$ cat src/rtl/gelato_types_pkg.sv
// rtl/gelato_types_pkg.sv - shared warp/PC/split-table types and default sizes for the gelato front end
// Provides the default size macros used as parameter defaults (WARP_NUM, WARP_NUM_WIDTH,
// SPLIT_TABLE_NUM_WIDTH) when the build does not supply them, plus the common typedefs.
// Optional feature macro used by the scheduler: GELATO_FETCH_PERF_EN.
`ifndef WARP_NUM
`define WARP_NUM 4
`endif
`ifndef WARP_NUM_WIDTH
`define WARP_NUM_WIDTH 2
`endif
`ifndef SPLIT_TABLE_NUM_WIDTH
`define SPLIT_TABLE_NUM_WIDTH 3
`endif

package gelato_types;

    localparam int GELATO_WARP_NUM        = `WARP_NUM;
    localparam int GELATO_WARP_NUM_WIDTH  = `WARP_NUM_WIDTH;
    localparam int GELATO_PC_WIDTH        = 32;
    localparam int GELATO_SPLIT_NUM_WIDTH = `SPLIT_TABLE_NUM_WIDTH;

    typedef logic [GELATO_WARP_NUM_WIDTH-1:0]  warp_num_t;
    typedef logic [GELATO_PC_WIDTH-1:0]        pc_t;
    typedef logic [GELATO_SPLIT_NUM_WIDTH-1:0] split_table_num_t;

    // WAIT means the warp has an instruction somewhere in the front end.
    typedef enum logic {
        READY = 1'b0,
        WAIT  = 1'b1
    } warp_state_e;

endpackage

$ cat src/rtl/gelato_rr_arbiter.sv
// rtl/gelato_rr_arbiter.sv - combinational round-robin arbiter over N requesters
// Ports:
//   req         in  N   request vector
//   ptr         in  W   index where the search begins (highest priority)
//   grant_valid out 1   at least one request is set
//   grant_idx   out W   first requester at or after ptr, wrapping modulo N
module gelato_rr_arbiter #(
    parameter int N = 4,
    parameter int W = 2
) (
    input  logic [N-1:0] req,
    input  logic [W-1:0] ptr,
    output logic         grant_valid,
    output logic [W-1:0] grant_idx
);

    int idx;

    // Wrap is an explicit subtract so non-power-of-two N works.
    always_comb begin
        grant_valid = 1'b0;
        grant_idx   = '0;
        idx         = 0;
        for (int off = 0; off < N; off++) begin
            idx = int'(ptr) + off;
            if (idx >= N) begin
                idx = idx - N;
            end
            if (!grant_valid && req[idx]) begin
                grant_valid = 1'b1;
                grant_idx   = W'(idx);
            end
        end
    end

endmodule

$ cat src/rtl/gelato_fetch_scheduler.sv
// rtl/gelato_fetch_scheduler.sv - round-robin warp fetch scheduler feeding the instruction cache
// Ports:
//   clk, rst_n (sync active-low), rdy (global enable; low freezes everything)
//   pct_valid/pct_pc/pct_split_num      per-warp PC table from the split table (flattened)
//   activate_valid/activate_warp_num    decode releases a warp back to READY
//   fetch_valid/fetch_ready/fetch_pc/fetch_warp_num/fetch_split_num  icache request
//   inflight                            per-warp WAIT status
//   perf_issue_cnt/perf_stall_cnt       only when GELATO_FETCH_PERF_EN is defined
module gelato_fetch_scheduler
    import gelato_types::*;
#(
    parameter int WARP_NUM        = `WARP_NUM,
    parameter int WARP_NUM_WIDTH  = `WARP_NUM_WIDTH,
    parameter int PC_WIDTH        = 32,
    parameter int SPLIT_NUM_WIDTH = `SPLIT_TABLE_NUM_WIDTH
) (
    input  logic                                 clk,
    input  logic                                 rst_n,
    input  logic                                 rdy,
    input  logic [WARP_NUM-1:0]                  pct_valid,
    input  logic [WARP_NUM*PC_WIDTH-1:0]         pct_pc,
    input  logic [WARP_NUM*SPLIT_NUM_WIDTH-1:0]  pct_split_num,
    input  logic                                 activate_valid,
    input  logic [WARP_NUM_WIDTH-1:0]            activate_warp_num,
    output logic                                 fetch_valid,
    input  logic                                 fetch_ready,
    output logic [PC_WIDTH-1:0]                  fetch_pc,
    output logic [WARP_NUM_WIDTH-1:0]            fetch_warp_num,
    output logic [SPLIT_NUM_WIDTH-1:0]           fetch_split_num,
    output logic [WARP_NUM-1:0]                  inflight
`ifdef GELATO_FETCH_PERF_EN
    ,
    output logic [31:0]                          perf_issue_cnt,
    output logic [31:0]                          perf_stall_cnt
`endif
);

    warp_state_e                  state_q [WARP_NUM];
    warp_state_e                  state_d [WARP_NUM];
    logic [WARP_NUM_WIDTH-1:0]    rr_ptr_q, rr_ptr_d;
    logic                         fetch_valid_q, fetch_valid_d;
    logic [PC_WIDTH-1:0]          fetch_pc_q, fetch_pc_d;
    logic [WARP_NUM_WIDTH-1:0]    fetch_warp_q, fetch_warp_d;
    logic [SPLIT_NUM_WIDTH-1:0]   fetch_split_q, fetch_split_d;

    logic [WARP_NUM-1:0]          eligible;
    logic                         grant_valid;
    logic [WARP_NUM_WIDTH-1:0]    grant_idx;
    logic                         accept;
    logic                         load;

    assign accept = fetch_valid_q && fetch_ready;
    // The output register can take a new winner when empty or draining this cycle.
    assign load   = !fetch_valid_q || fetch_ready;

    // A warp sitting in the output register is still READY until accepted,
    // so it must be masked explicitly to avoid granting it twice.
    always_comb begin
        eligible = '0;
        for (int i = 0; i < WARP_NUM; i++) begin
            eligible[i] = pct_valid[i] && (state_q[i] == READY) &&
                          !(fetch_valid_q && (fetch_warp_q == WARP_NUM_WIDTH'(i)));
        end
    end

    gelato_rr_arbiter #(
        .N (WARP_NUM),
        .W (WARP_NUM_WIDTH)
    ) u_rr_arbiter (
        .req         (eligible),
        .ptr         (rr_ptr_q),
        .grant_valid (grant_valid),
        .grant_idx   (grant_idx)
    );

    always_comb begin
        state_d       = state_q;
        rr_ptr_d      = rr_ptr_q;
        fetch_valid_d = fetch_valid_q;
        fetch_pc_d    = fetch_pc_q;
        fetch_warp_d  = fetch_warp_q;
        fetch_split_d = fetch_split_q;
        if (rdy) begin
            for (int i = 0; i < WARP_NUM; i++) begin
                if (activate_valid && (activate_warp_num == WARP_NUM_WIDTH'(i)) &&
                    (state_q[i] == WAIT)) begin
                    state_d[i] = READY;
                end
                if (accept && (fetch_warp_q == WARP_NUM_WIDTH'(i))) begin
                    state_d[i] = WAIT;
                end
            end
            if (load) begin
                fetch_valid_d = grant_valid;
                if (grant_valid) begin
                    fetch_pc_d    = pct_pc[int'(grant_idx)*PC_WIDTH +: PC_WIDTH];
                    fetch_split_d = pct_split_num[int'(grant_idx)*SPLIT_NUM_WIDTH +: SPLIT_NUM_WIDTH];
                    fetch_warp_d  = grant_idx;
                    rr_ptr_d      = (grant_idx == WARP_NUM_WIDTH'(WARP_NUM-1)) ?
                                    '0 : grant_idx + 1'b1;
                end
            end
        end
    end

    always_ff @(posedge clk) begin
        if (!rst_n) begin
            for (int i = 0; i < WARP_NUM; i++) begin
                state_q[i] <= READY;
            end
            rr_ptr_q      <= '0;
            fetch_valid_q <= 1'b0;
            fetch_pc_q    <= '0;
            fetch_warp_q  <= '0;
            fetch_split_q <= '0;
        end else begin
            for (int i = 0; i < WARP_NUM; i++) begin
                state_q[i] <= state_d[i];
            end
            rr_ptr_q      <= rr_ptr_d;
            fetch_valid_q <= fetch_valid_d;
            fetch_pc_q    <= fetch_pc_d;
            fetch_warp_q  <= fetch_warp_d;
            fetch_split_q <= fetch_split_d;
        end
    end

    always_comb begin
        inflight = '0;
        for (int i = 0; i < WARP_NUM; i++) begin
            inflight[i] = (state_q[i] == WAIT);
        end
    end

    assign fetch_valid     = fetch_valid_q;
    assign fetch_pc        = fetch_pc_q;
    assign fetch_warp_num  = fetch_warp_q;
    assign fetch_split_num = fetch_split_q;

`ifdef GELATO_FETCH_PERF_EN
    logic [31:0] perf_issue_q, perf_issue_d;
    logic [31:0] perf_stall_q, perf_stall_d;

    always_comb begin
        perf_issue_d = perf_issue_q;
        perf_stall_d = perf_stall_q;
        if (rdy) begin
            if (accept && (perf_issue_q != '1)) begin
                perf_issue_d = perf_issue_q + 32'd1;
            end
            if (fetch_valid_q && !fetch_ready && (perf_stall_q != '1)) begin
                perf_stall_d = perf_stall_q + 32'd1;
            end
        end
    end

    always_ff @(posedge clk) begin
        if (!rst_n) begin
            perf_issue_q <= '0;
            perf_stall_q <= '0;
        end else begin
            perf_issue_q <= perf_issue_d;
            perf_stall_q <= perf_stall_d;
        end
    end

    assign perf_issue_cnt = perf_issue_q;
    assign perf_stall_cnt = perf_stall_q;
`endif

`ifndef SYNTHESIS
    // Decode may only release a warp that is actually in flight, and never
    // the one being accepted in the same cycle.
    always @(posedge clk) begin
        if (rst_n && rdy && activate_valid) begin
            assert (inflight[activate_warp_num])
                else $error("activate for warp %0d that is not in WAIT", activate_warp_num);
            assert (!(accept && (fetch_warp_q == activate_warp_num)))
                else $error("activate and accept for warp %0d in the same cycle", activate_warp_num);
        end
    end
`endif

endmodule
$ cat config.mk
export PLATFORM = sky130hd
export DESIGN_NAME = gelato_fetch_scheduler
export DESIGN_NICKNAME = d
export VERILOG_FILES = /design/src/rtl/gelato_types_pkg.sv /design/src/rtl/gelato_rr_arbiter.sv /design/src/rtl/gelato_fetch_scheduler.sv
export SDC_FILE = /design/constraint.sdc
export NUM_CORES = 1
export LEC_CHECK = 0
export CORE_UTILIZATION = 36
export CTS_BUF_LIST = sky130_fd_sc_hd__clkbuf_4 sky130_fd_sc_hd__clkbuf_8 sky130_fd_sc_hd__clkbuf_16
export CTS_CLUSTER_DIAMETER = 50
export CTS_CLUSTER_SIZE = 20
export DETAILED_ROUTE_END_ITERATION = 8
export PLACE_DENSITY = 0.79
export SYNTH_ARGS = -nofsm -noshare
export SYNTH_HDL_FRONTEND = slang
export SYNTH_SLANG_ARGS = --single-unit
$ cat constraint.sdc
create_clock -name clk -period 2.6 [get_ports clk]
set_clock_uncertainty 0.05 [all_clocks]
set_input_delay 0.65 -clock clk [delete_from_list [all_inputs] [get_ports clk]]
set_output_delay 0.65 -clock clk [all_outputs]
set_load 0.02 [all_outputs]
======== Yosys cells after proc, flatten, opt, wreduce, memory -nomap -nowiden ========
Index checks and enable logic that the tools add are counted.
operators by class
  equality and inequality tests ........... 7
  reduce and logical (&&, ||, !) cells .... 49
  $lt $le $gt $ge ......................... 8
  bitwise operators ....................... 4
  $add $sub $neg .......................... 8
  mux-type cells .......................... 33
  shift operators ......................... 2
  multipliers ............................. 1
operators with widths
  operator                                               number
  < comparator 32 x 4 -> 1 bit (second input constant)   4
  two-way mux 32 bit                                     4
  variable part select 128 x 8 -> 32 bit                 1
  >= comparator 32 x 4 -> 1 bit (second input constant)  3
  subtractor 32 x 4 -> 32 bit (second input constant)    3
  logical AND 1 bit                                      28
  two-way mux 1 bit                                      20
  variable part select 12 x 5 -> 3 bit                   1
  == test 2 bit (second input constant)                  5
  two-way mux 2 bit                                      5
  AND reduction 2 bit                                    5
  binary-select mux 1 bit (select 2 bit)                 4
  zero test 1 bit                                        8
  nonzero test 2 bit                                     4
  adder 2 x 2 -> 3 bit (second input constant)           2
  == test 2 x 1 -> 1 bit (second input constant)         2
  zero test 2 bit                                        2
  multiplier 2 x 2 -> 4 bit (second input constant)      1
  NOT 1 bit                                              4
  subtractor 2 x 3 -> 4 bit (second input constant)      1
  adder 2 x 1 -> 3 bit (second input constant)           1
  >= comparator 2 x 3 -> 1 bit (second input constant)   1
  AND reduction 3 bit                                    1
  adder 2 x 1 -> 2 bit (second input constant)           1
  logical OR 1 bit                                       1
word-level totals
  word-level logic and storage cells ...... 121
  output and inout bits ................... 42
  input bits .............................. 151
  register bits after elaboration ......... 44

======== Depth between registers and ports, before layout ========
Gate-level depths: netlist of run 1.
  depth after elaboration ................. 19
  gate-level depth with buffers ........... 8
  gate-level depth less buffers ........... 5

======== Cells and area by module ========
From an unflattened synthesis of run 1, not the netlist that was laid out.
second synthesis, totals
  cells, all modules ...................... 197
  area total of the unflattened synthesis .. 2605.0 um^2
by module, submodules not included
  module                  cells each  instances  area an instance (um^2)  sequential area each (um^2)
  gelato_fetch_scheduler  182         1          2527.4                   880.8
  gelato_rr_arbiter       15          1          77.6                     0.0

======== Worst setup path before layout of run 1 ========
Ideal clock, no wire load.
  kind .................................... input to register
  from .................................... input port pct_valid[0]
  to ...................................... register fetch_pc_q[21] (netlist: fetch_pc[21])
  stages on the path ...................... 7
  required time ........................... 2.406 ns
  slack ................................... 0.207 ns
  arrival ................................. 2.200 ns
  setup time .............................. 0.144 ns
  path buffers ............................ 2
  path through ............................ nor2b_1 a32oi_1 o221ai_1 buf_2 clkbuf_1 mux2i_1 o221ai_2
between the ends
  cells in the longest elaborated chain, start to end .. 16
  elaborated cells on any way between the ends .. 30
  those cells by class .................... shift (1); mux (20); reduce/logical (9)
RTL lines
  what                                                                                  line                           text
  start: declaration                                                                    gelato_fetch_scheduler.sv:20   input logic [WARP_NUM-1:0] pct_valid,
  logical AND 1 bit (*) (2 in a row)                                                    gelato_fetch_scheduler.sv:61   eligible[i] = pct_valid[i] && (state_q[i] == READY) &&
  binary-select mux 1 bit (select 2 bit)                                                gelato_rr_arbiter.sv:29        if (!grant_valid && req[idx]) begin
  two-way mux 1 bit (not written as such) (2 in a row)                                  gelato_rr_arbiter.sv:29
  two-way mux 1 bit                                                                     gelato_rr_arbiter.sv:29
  zero test 1 bit                                                                       gelato_rr_arbiter.sv:29
  logical AND 1 bit                                                                     gelato_rr_arbiter.sv:29
  two-way mux 1 bit                                                                     gelato_rr_arbiter.sv:29
  zero test 1 bit                                                                       gelato_rr_arbiter.sv:29
  logical AND 1 bit                                                                     gelato_rr_arbiter.sv:29
  two-way mux 1 bit                                                                     gelato_rr_arbiter.sv:29
  zero test 1 bit                                                                       gelato_rr_arbiter.sv:29
  logical AND 1 bit                                                                     gelato_rr_arbiter.sv:29
  two-way mux 2 bit / two-way mux 1 bit (equally long branches)                         gelato_rr_arbiter.sv:29
  variable part select 128 x 8 -> 32 bit / AND reduction 3 bit (equally long branches)  -
  end signal: assignment                                                                gelato_fetch_scheduler.sv:122  fetch_pc_q <= fetch_pc_d;
  end: declaration                                                                      gelato_fetch_scheduler.sv:42   logic [PC_WIDTH-1:0] fetch_pc_q, fetch_pc_d;
Mark *: on every way between the ends. The rest lies on a longest branch, timed or not. The select of a mux whose other input is x is not followed.
A chain may end at the register's enable or synchronous reset.

======== Final worst setup path of run 1 ========
  from .................................... input port pct_valid[0]
  to ...................................... register fetch_pc_q[22] (netlist: fetch_pc[22])
The elaborated chain is that of the path after synthesis.

==> results of run 1 <==
==> worst min-delay path, stage by stage, from the launching register on <==
cell and delay (ns):
dfxtp_1 0.33, nand3_1 0.06, o221ai_1 0.06
==> where the power goes <==
part | total [uW] | switching, uW | internal, uW
Sequential | 810 | 54.6 | 755
Combinational | 1030 | 456 | 578
Clock | 411 | 218 | 193
==> per-stage QoR <==
stage               total power [uW]  area, sq um  cells  utilization  setup WS [ns]
floorplan                       1355         2829    271            -         0.2066
global placement                1839         4935    556       0.6661        -0.3209
detailed placement              1855         4935    556       0.6661        -0.3620
CTS                             2274         5036    563       0.6798      0.0009561
global route                    2364         5049    563       0.6815       0.007337
finish                          2256         5049    563       0.6815        0.09925
==> synth_stat cells <==
cell type	number	area share
nor3_1	1	0.0018
a31o_2	1	0.0031
and3_2	1	0.0027
o221ai_2	30	0.16
buf_6	1	0.0040
or3b_1	1	0.0031
mux2i_1	70	0.25
nor2b_1	3	0.0066
o211ai_1	1	0.0027
o221ai_1	6	0.019
buf_1	2	0.0027
o311a_1	1	0.0035
o21ai_2	1	0.0031
a2bb2oi_4	1	0.0093
inv_1	1	0.0013
and3_1	1	0.0022
o21bai_1	1	0.0027
and2_1	1	0.0022
or4_1	2	0.0053
o31ai_1	1	0.0027
nor3b_1	1	0.0027
nand3_1	38	0.067
and3b_1	1	0.0031
clkbuf_2	1	0.0018
nand2b_1	3	0.0066
clkbuf_1	14	0.019
nand4_1	1	0.0022
buf_2	3	0.0053
nand3b_1	3	0.0080
or2_2	2	0.0044
nor2_1	4	0.0053
clkinv_1	1	0.0013
a21oi_1	6	0.011
buf_12	3	0.021
o21a_1	1	0.0027
nand2_1	8	0.011
a2111oi_4	1	0.0097
dfxtp_1	44	0.31
o21ai_0	4	0.0071
a311oi_1	1	0.0031
a32oi_1	3	0.0093
and4b_1	1	0.0035
==> logic make-up (layout without fill, tap and decap cells) <==
kind of cell | after synthesis | count (layout)
AOI/OAI and AO/OA | 59 | 59
buffers and inverters | 26 | 219
DFF | 44 | 44
muxes | 70 | 70
and+or+nand+nor | 72 | 72
==> what timing repair did <==
item	in CTS	in global routing
endpoints found under the hold margin	0	0
pin swaps	0	0
resized for setup	5	4
setup endpoints to repair	35	35
==> cell type report <==
class	instances	area, sq um	area share
tap	99	123.9	0.02454
inverter	2	7.507	0.001487
clock inverter	1	5.005	0.0009913
timing repair buffer	210	2122	0.4203
multi-input combinational	201	1833	0.3631
clock buffer	6	76.32	0.01512
sequential	44	880.8	0.1745
==> metal layers <==
metal,up-vias,global-route usage
met5,-,0
met3,12,0.05640
met1,1376,0.2418
met4,0,0.05645
met2,138,0.4141
li1,1450,-
==> how the worst min path moves through the flow <==
stage,from,end,slack (ns)
6_report,fetch_pc[11],fetch_pc[11],0.44
5_1_grt,fetch_pc[11],fetch_pc[11],0.46
4_1_cts,fetch_pc[11],fetch_pc[11],0.44
3_5_place_dp,fetch_pc[11],fetch_pc[11],0.42
3_3_place_gp,fetch_pc[12],fetch_pc[12],0.41
2_1_floorplan,inflight[0],inflight[0],0.51
==> state kept, by name, indices dropped and copies added (netlist names) <==
signal and flops:
fetch_valid 1, fetch_pc 32, rr_ptr_q 2, inflight 4, fetch_split_num 3, fetch_warp_num 2
==> flow_metrics.env, run 1 <==
export IMPL_start_kind="input port"
export IMPL_num_vias=2976
export IMPL_fillCellCount=586
export IMPL_grt_pass1_vias=3004
export IMPL_final_cell_mix="192 x clkdlybuf4s50_1, 70 x mux2i_1, 44 x dfxtp_1"
export IMPL_synth_top_family_by_area="multiplexers"
export IMPL_synth_compound_area_frac=0.2472
export IMPL_drc_errors=0
export IMPL_cts_setup_buffers=0
export IMPL_dr_max_layer_used="met4"
export IMPL_grt_overflow=0
export IMPL_min_path_cells=2
export IMPL_cellLeakagePower_uw=0.002060
export IMPL_worst_pin_slew_ns=0.4509
export IMPL_grt_usage=0.2199
export IMPL_final_antenna_net_count=0
export IMPL_antenna_cells=0
export IMPL_cp_data_required_time_ns=2.72
export IMPL_period_minus_slack_ns=2.501
export IMPL_initial_core_util=0.3819
export IMPL_syn2layout_area_growth_pct=78.46
export IMPL_path_max_fanout=36
export IMPL_synth_simple_gate_area_share=0.1375
export IMPL_clock_fmax_mhz=399.9
export IMPL_ctsHoldBuffers=0
export IMPL_syn_inst=271
export IMPL_startpoint="pct_valid[0]"
export IMPL_cts_buffers=5
export IMPL_end_kind="flop"
export IMPL_cts_root_buffer="clkbuf_8"
export IMPL_relSlewSlack=0.6994
export IMPL_fin_tns_setup_ns=0
export IMPL_crit_path_cell_trace="clkdlybuf4s50_1, nor2b_2, buf_4, a32oi_1, o221ai_4, buf_12, mux2i_1, o221ai_2"
export IMPL_met3_length_microns=673
export IMPL_first_pass_iters=4
export IMPL_grt_max_degree=43
export IMPL_netlist_area_sq_um=2829
export IMPL_seq_area_frac_synth=0.3114
export IMPL_drive_above_1_share=0.1466
export IMPL_cpLargestDelayFamily="buffers and inverters"
export IMPL_clkTransAtPathRegs_ns=0.08
export IMPL_p_per_area_nw_per_um2=446.8
export IMPL_clock_path_buffers=2
export IMPL_insertion_delay_ns=0.29
export IMPL_cp_slowest_cell="clkdlybuf4s50_1"
export IMPL_fp_dieW_microns=90.65
export IMPL_synthXorXnorAreaFrac=0
export IMPL_clkSinkCount=44
export IMPL_cp_num_cells=8
export IMPL_syn_avg_cell_area_sq_um=10.44
export IMPL_period_share=0.9618
export IMPL_layout_commonest_cell="clkdlybuf4s50_1"
export IMPL_drv_cap=0
export IMPL_route_met2_wl_microns=4835
export IMPL_max_stage_delay_ns=0.46
export IMPL_rsz0062_at_grt="false"
export IMPL_drt_met1_wl_microns=3598
export IMPL_path_class="input port to flop"
export IMPL_arrival_ns=2.62
export IMPL_synth_distinct_cells=42
export IMPL_wirelength_microns=9263
export IMPL_synth_seq_cells=44
export IMPL_wl_per_cell_microns=16.45
export IMPL_outcome="finished clean"
export IMPL_r2r_cells=6
export IMPL_htreeDepth=2
export IMPL_io_buffers=192
export IMPL_synthAdderAreaFrac=0
export IMPL_drt_iter0_drc=76
export IMPL_timing_hold_ws_ns=0.4402
export IMPL_critPathCapture="fetch_pc[22]"
export IMPL_setup_viol=0
export IMPL_timing_reg2reg_setup_slack_ns=0.33
export IMPL_die_area_sq_um=8217
export IMPL_final_hold_viol_count=0
export IMPL_rr_endpoint="fetch_split_num[2]"
export IMPL_ir_worst_vdd_mv=0.2388
export IMPL_place_gp_congestion=0.8490
export IMPL_ys_warn_count=0
export IMPL_antenna_found_initial=0
export IMPL_r2r_start="fetch_valid"
export IMPL_tritoncts="built"
export IMPL_die_h_microns=90.65
export IMPL_avgViaCountPerCell=5.286
export IMPL_synth_mux_area_frac=0.2477
export IMPL_slew_viol_final=0
export IMPL_hold_class="flop to flop"
export IMPL_hpwl_microns=7244
export IMPL_grt_pass1_wl_microns=14580
export IMPL_num_rows=31
export IMPL_io_pins=193
export IMPL_coreArea_sq_um=7408
export IMPL_synth_nets=422
export IMPL_nNetsFinal=615
export IMPL_path_buf_inv=3
(Power assumes the default switching activity.)
==> inputs of run 2 (changes only) <==
--- a/config.mk
+++ b/config.mk
@@ -5,6 +5,7 @@
 export SDC_FILE = /design/constraint.sdc
 export NUM_CORES = 1
 export LEC_CHECK = 0
+export CORE_ASPECT_RATIO = 0.75
 export CORE_UTILIZATION = 36
 export CTS_BUF_LIST = sky130_fd_sc_hd__clkbuf_4 sky130_fd_sc_hd__clkbuf_8 sky130_fd_sc_hd__clkbuf_16
 export CTS_CLUSTER_DIAMETER = 50
==> flow_metrics.env, run 2 (synthesized netlist as in run 1, its figures left out) <==
export IMPL_power_uw=2337
export IMPL_cellLeakagePower_uw=0.002098
export IMPL_wirelength_microns=9190
export IMPL_arrival_ns=2.63
export IMPL_coreArea_sq_um=7466
export IMPL_clock_path_buffers=2
export IMPL_drive_above_1_share=0.1547
export IMPL_setup_viol=0
export IMPL_drt_iter0_drc=144
export IMPL_final_core_util=0.6869
export IMPL_path_max_fanout=10
export IMPL_num_vias=2988
export IMPL_avgViaCountPerCell=5.215
export IMPL_cts_buffers=5
export IMPL_path_class="input port to flop"
export IMPL_clock_fmax_mhz=406.3
export IMPL_final_hold_viol_count=0
export IMPL_nNetsFinal=622
export IMPL_cpLargestDelayFamily="buffers and inverters"
export IMPL_first_pass_iters=6
export IMPL_cp_data_required_time_ns=2.76
export IMPL_register_area_sq_um=880.8
export IMPL_period_minus_slack_ns=2.461
export IMPL_multi_input_area_sq_um=1821
export IMPL_start_kind="input port"
export IMPL_place_gp_congestion=0.8158
export IMPL_grt_overflow=0
export IMPL_wl_per_cell_microns=16.04
export IMPL_drv_cap=0
export IMPL_grt_max_degree=43
export IMPL_syn2layout_area_growth_pct=81.29
export IMPL_cts_setup_buffers=0
export IMPL_cts_root_buffer="clkbuf_8"
export IMPL_cp_slowest_cell="or4_4"
export IMPL_worst_pin_slew_ns=0.5132
export IMPL_antenna_found_initial=0
export IMPL_ctsHoldBuffers=0
export IMPL_num_rows=27
export IMPL_drc_errors=0
export IMPL_layout_commonest_cell="clkdlybuf4s50_1"
export IMPL_timing_hold_ws_ns=0.4543
export IMPL_rsz0062_at_grt="false"
export IMPL_final_antenna_net_count=0
export IMPL_initial_core_util=0.3789
export IMPL_fillCellCount=584
export IMPL_grt_pass1_vias=2941
export IMPL_path_buf_inv=3
export IMPL_die_h_microns=78.77
export IMPL_relSlewSlack=0.6556
export IMPL_final_cell_mix="192 x clkdlybuf4s50_1, 70 x mux2i_1, 44 x dfxtp_1"
export IMPL_fin_tns_setup_ns=0
export IMPL_clkTransAtPathRegs_ns=0.09
export IMPL_outcome="finished clean"
export IMPL_io_pins=193
export IMPL_max_stage_delay_ns=0.56
export IMPL_crit_path_cell_trace="clkdlybuf4s50_1, nor2b_1, buf_4, nand2_1, a31o_2, or4_4, buf_6, o221ai_1"
export IMPL_hpwl_microns=7014
export IMPL_clkSinkCount=44
export IMPL_fp_dieW_microns=104.4
export IMPL_end_kind="flop"
export IMPL_tritoncts="built"
export IMPL_grt_usage=0.2168
export IMPL_largest_reg_flops=32
export IMPL_io_buffers=192
export IMPL_ir_worst_vdd_mv=0.2841
export IMPL_hold_class="flop to flop"
export IMPL_die_area_sq_um=8220
export IMPL_grt_pass1_wl_microns=14360
export IMPL_insertion_delay_ns=0.29
export IMPL_slew_viol_final=0
export IMPL_antenna_cells=0
export IMPL_htreeDepth=2
export IMPL_p_per_area_nw_per_um2=455.7
export IMPL_period_share=0.9466
==> run 2: changes by cell type in the layout (fill, tap and decap cells not counted), sizes merged <==
cell,delta
clkbuf,+1
buf,+7
clkinv,-1
clkinvlp,+1
==> run 2: worst paths after layout <==
check | from | endpoint | slack [ns] | cells past startpoint
hold reg to reg | fetch_pc[14] | fetch_pc[14] | 0.45 | 2
setup reg to reg | fetch_valid | fetch_pc[1] | 0.24 | 7
setup / recovery | pct_valid[0] | fetch_split_num[2] | 0.14 | 8
hold / removal | fetch_pc[14] | fetch_pc[14] | 0.45 | 2
==> run 2: per-layer routing <==
layer / share of wire / vias up / global-route usage
li1: - / 1469 / -
met1: 0.40 / 1362 / 0.2528
met4: 0.011 / 0 / 0.04857
met3: 0.097 / 10 / 0.06979
met2: 0.49 / 147 / 0.3881
met5: 0 / - / 0
==> run 2: worst register-to-register path, stage by stage, from the launching register on <==
cell and delay, ns:
dfxtp_1 0.45, or3b_1 0.45, a32oi_1 0.36, o221ai_4 0.21, buf_12 0.21, buf_4 0.17, mux2i_1 0.22, o221ai_2 0.13
==> run 2: layout make-up <==
type / count / area share
Clock inverter: 1 / 0.001464
Sequential cell: 44 / 0.1717
Clock buffer: 7 / 0.01757
Tap cell: 101 / 0.02464
Multi-Input combinational cell: 201 / 0.3550
Timing Repair Buffer: 217 / 0.4282
Inverter: 2 / 0.001464
==> run 2: power breakdown <==
group | internal, uW | leakage, uW | total (uW) | switching, uW
logic | 604 | 0.00169 | 1070 | 463
registers | 755 | 0.000361 | 809 | 53.6
clock network | 227 | 0.0000479 | 461 | 234
total | 1590 | 0.00210 | 2340 | 751
==> run 2: repair_timing <==
| item | 4_1_cts | 5_1_grt |
|---|---|---|
| pin swaps | 0 | 1 |
| gates resized for setup | 3 | 1 |
| endpoints found under the setup margin | 35 | 2 |
| cloned | 1 | 0 |
==> run 2: through the flow <==
stage	setup WS (ns)	area, sq um	instances
after detailed placement	-0.3528	4995	564
final	0.1388	5129	573
after global placement	-0.2813	4995	564
after global routing	0.02791	5129	573
after CTS	0.06948	5134	573
after floorplan	0.2066	2829	271
==> inputs of run 3 (changes only) <==
--- a/config.mk
+++ b/config.mk
@@ -6,12 +6,12 @@
 export NUM_CORES = 1
 export LEC_CHECK = 0
 export CORE_ASPECT_RATIO = 0.75
-export CORE_UTILIZATION = 36
+export CORE_UTILIZATION = 25
 export CTS_BUF_LIST = sky130_fd_sc_hd__clkbuf_4 sky130_fd_sc_hd__clkbuf_8 sky130_fd_sc_hd__clkbuf_16
 export CTS_CLUSTER_DIAMETER = 50
 export CTS_CLUSTER_SIZE = 20
 export DETAILED_ROUTE_END_ITERATION = 8
-export PLACE_DENSITY = 0.79
+export PLACE_DENSITY = 0.57
 export SYNTH_ARGS = -nofsm -noshare
 export SYNTH_HDL_FRONTEND = slang
 export SYNTH_SLANG_ARGS = --single-unit
==> flow_metrics.env, run 3 (synthesized netlist as in run 1, its figures left out) <==
export IMPL_register_area_sq_um=880.8
export IMPL_nNetsFinal=620
export IMPL_fp_dieW_microns=124.8
export IMPL_power_uw=2603
export IMPL_ir_worst_vdd_mv=0.2630
export IMPL_antenna_cells=0
export IMPL_drive_above_1_share=0.1574
export IMPL_end_kind="flop"
export IMPL_worst_slack_ns=0.1109
export IMPL_grt_overflow=0
export IMPL_coreArea_sq_um=10980
export IMPL_slew_viol_final=0
export IMPL_r2r_start="fetch_valid"
export IMPL_hpwl_microns=7355
export IMPL_critPathCapture="fetch_pc[0]"
export IMPL_multi_input_area_sq_um=1826
export IMPL_violations="design-rule violations"
export IMPL_period_share=0.9574
export IMPL_fillCellCount=1064
export IMPL_largest_reg_flops=32
export IMPL_period_minus_slack_ns=2.489
export IMPL_clock_path_buffers=2
export IMPL_grt_pass1_wl_microns=15270
export IMPL_insertion_delay_ns=0.28
export IMPL_drc_errors=18
export IMPL_fin_cells=610
export IMPL_place_gp_congestion=0.7641
export IMPL_path_class="input port to flop"
export IMPL_arrival_ns=2.65
export IMPL_rsz0062_at_grt="false"
export IMPL_hold_class="flop to flop"
export IMPL_p_per_area_nw_per_um2=496.7
export IMPL_final_cell_mix="191 x clkdlybuf4s50_1, 70 x mux2i_1, 44 x dfxtp_1"
export IMPL_grt_max_degree=43
export IMPL_syn2layout_area_growth_pct=85.27
export IMPL_drv_cap=0
export IMPL_rr_endpoint="fetch_pc[0]"
export IMPL_antenna_found_initial=0
export IMPL_startpoint="pct_valid[1]"
export IMPL_io_pins=193
export IMPL_wl_per_cell_microns=16.31
export IMPL_final_antenna_net_count=0
export IMPL_cp_data_required_time_ns=2.76
export IMPL_initial_core_util=0.2576
export IMPL_cts_buffers=5
export IMPL_start_kind="input port"
export IMPL_dp_slack_ns=-0.3921
export IMPL_die_h_microns=94.13
export IMPL_clock_fmax_mhz=401.7
export IMPL_die_area_sq_um=11750
export IMPL_r2r_cells=6
export IMPL_tritoncts="built"
export IMPL_num_rows=33
export IMPL_worst_pin_slew_ns=0.4693
export IMPL_timing_reg2reg_setup_slack_ns=0.29
export IMPL_setup_viol=0
export IMPL_grt_pass1_vias=2985
export IMPL_layout_commonest_cell="clkdlybuf4s50_1"
export IMPL_dp_cells=600
export IMPL_first_pass_iters=6
export IMPL_drt_iter0_drc=125
export IMPL_avgViaCountPerCell=4.908
export IMPL_fin_tns_setup_ns=0
export IMPL_ctsHoldBuffers=0
export IMPL_outcome="complete, but fails checks"
export IMPL_grt_usage=0.1655
export IMPL_cts_root_buffer="clkbuf_16"
export IMPL_htreeDepth=2
export IMPL_relSlewSlack=0.6872
export IMPL_clkTransAtPathRegs_ns=0.06
export IMPL_path_max_fanout=9
export IMPL_final_hold_viol_count=0
export IMPL_cellLeakagePower_uw=0.002137
export IMPL_io_buffers=192
export IMPL_wirelength_microns=9952
export IMPL_clkSinkCount=44
export IMPL_num_vias=2994
## run 3: layout make-up
class                      count  share of cell area
timing repair buffer         215              0.4168
multi-input combinational    201              0.3483
sequential                    44              0.1681
tap                          140             0.03342
clock buffer                   6             0.02530
clock inverter                 2            0.006684
inverter                       2            0.001432
## run 3: how the worst min path moves through the flow
| stage | slack [ns] | start | depth (start not counted) | end |
|---|---|---|---|---|
| 2_1_floorplan | 0.51 | inflight[0] | 2 | inflight[0] |
| 3_3_place_gp | 0.41 | fetch_pc[12] | 2 | fetch_pc[12] |
| 3_5_place_dp | 0.43 | fetch_pc[12] | 2 | fetch_pc[12] |
| 4_1_cts | 0.45 | fetch_pc[12] | 2 | fetch_pc[12] |
| 5_1_grt | 0.47 | fetch_pc[23] | 2 | fetch_pc[23] |
| 6_report | 0.44 | fetch_pc[12] | 2 | fetch_pc[12] |
## run 3: power by group
part           leakage, uW  total, uW  internal (uW)  switching, uW
combinational      0.00169       1060            590            467
clock            0.0000843        741            463            278
sequential        0.000361        806            756           49.8
## run 3: worst max-delay path, stage by stage
cell	delay, ns
clkdlybuf4s50_1	0.41
nor2b_2	0.19
a2bb2oi_4	0.19
and4b_1	0.24
or4_4	0.55
buf_4	0.23
o221ai_2	0.19
## run 3: per-stage QoR
step	instance area [sq um]	util	hold slack, ns
floorplan	2829	-	0.5104
global placement	5029	0.4578	0.4126
detailed placement	5029	0.4578	0.4304
CTS	5246	0.4777	0.4456
global route	5241	0.4772	0.4700
finish	5241	0.4772	0.4398
## run 3: what timing repair did
action / CTS / global route
buffers inserted: 1 / 0
pin swaps: 0 / 1
endpoints found under the setup margin: 35 / 11
gates cloned: 1 / 0
resized for setup: 4 / 1
## run 3: routing by layer
layer | global-route usage | share of wire
met1 | 0.1991 | 0.43
met2 | 0.2823 | 0.47
met3 | 0.05752 | 0.086
met4 | 0.04268 | 0.011
met5 | 0 | 0
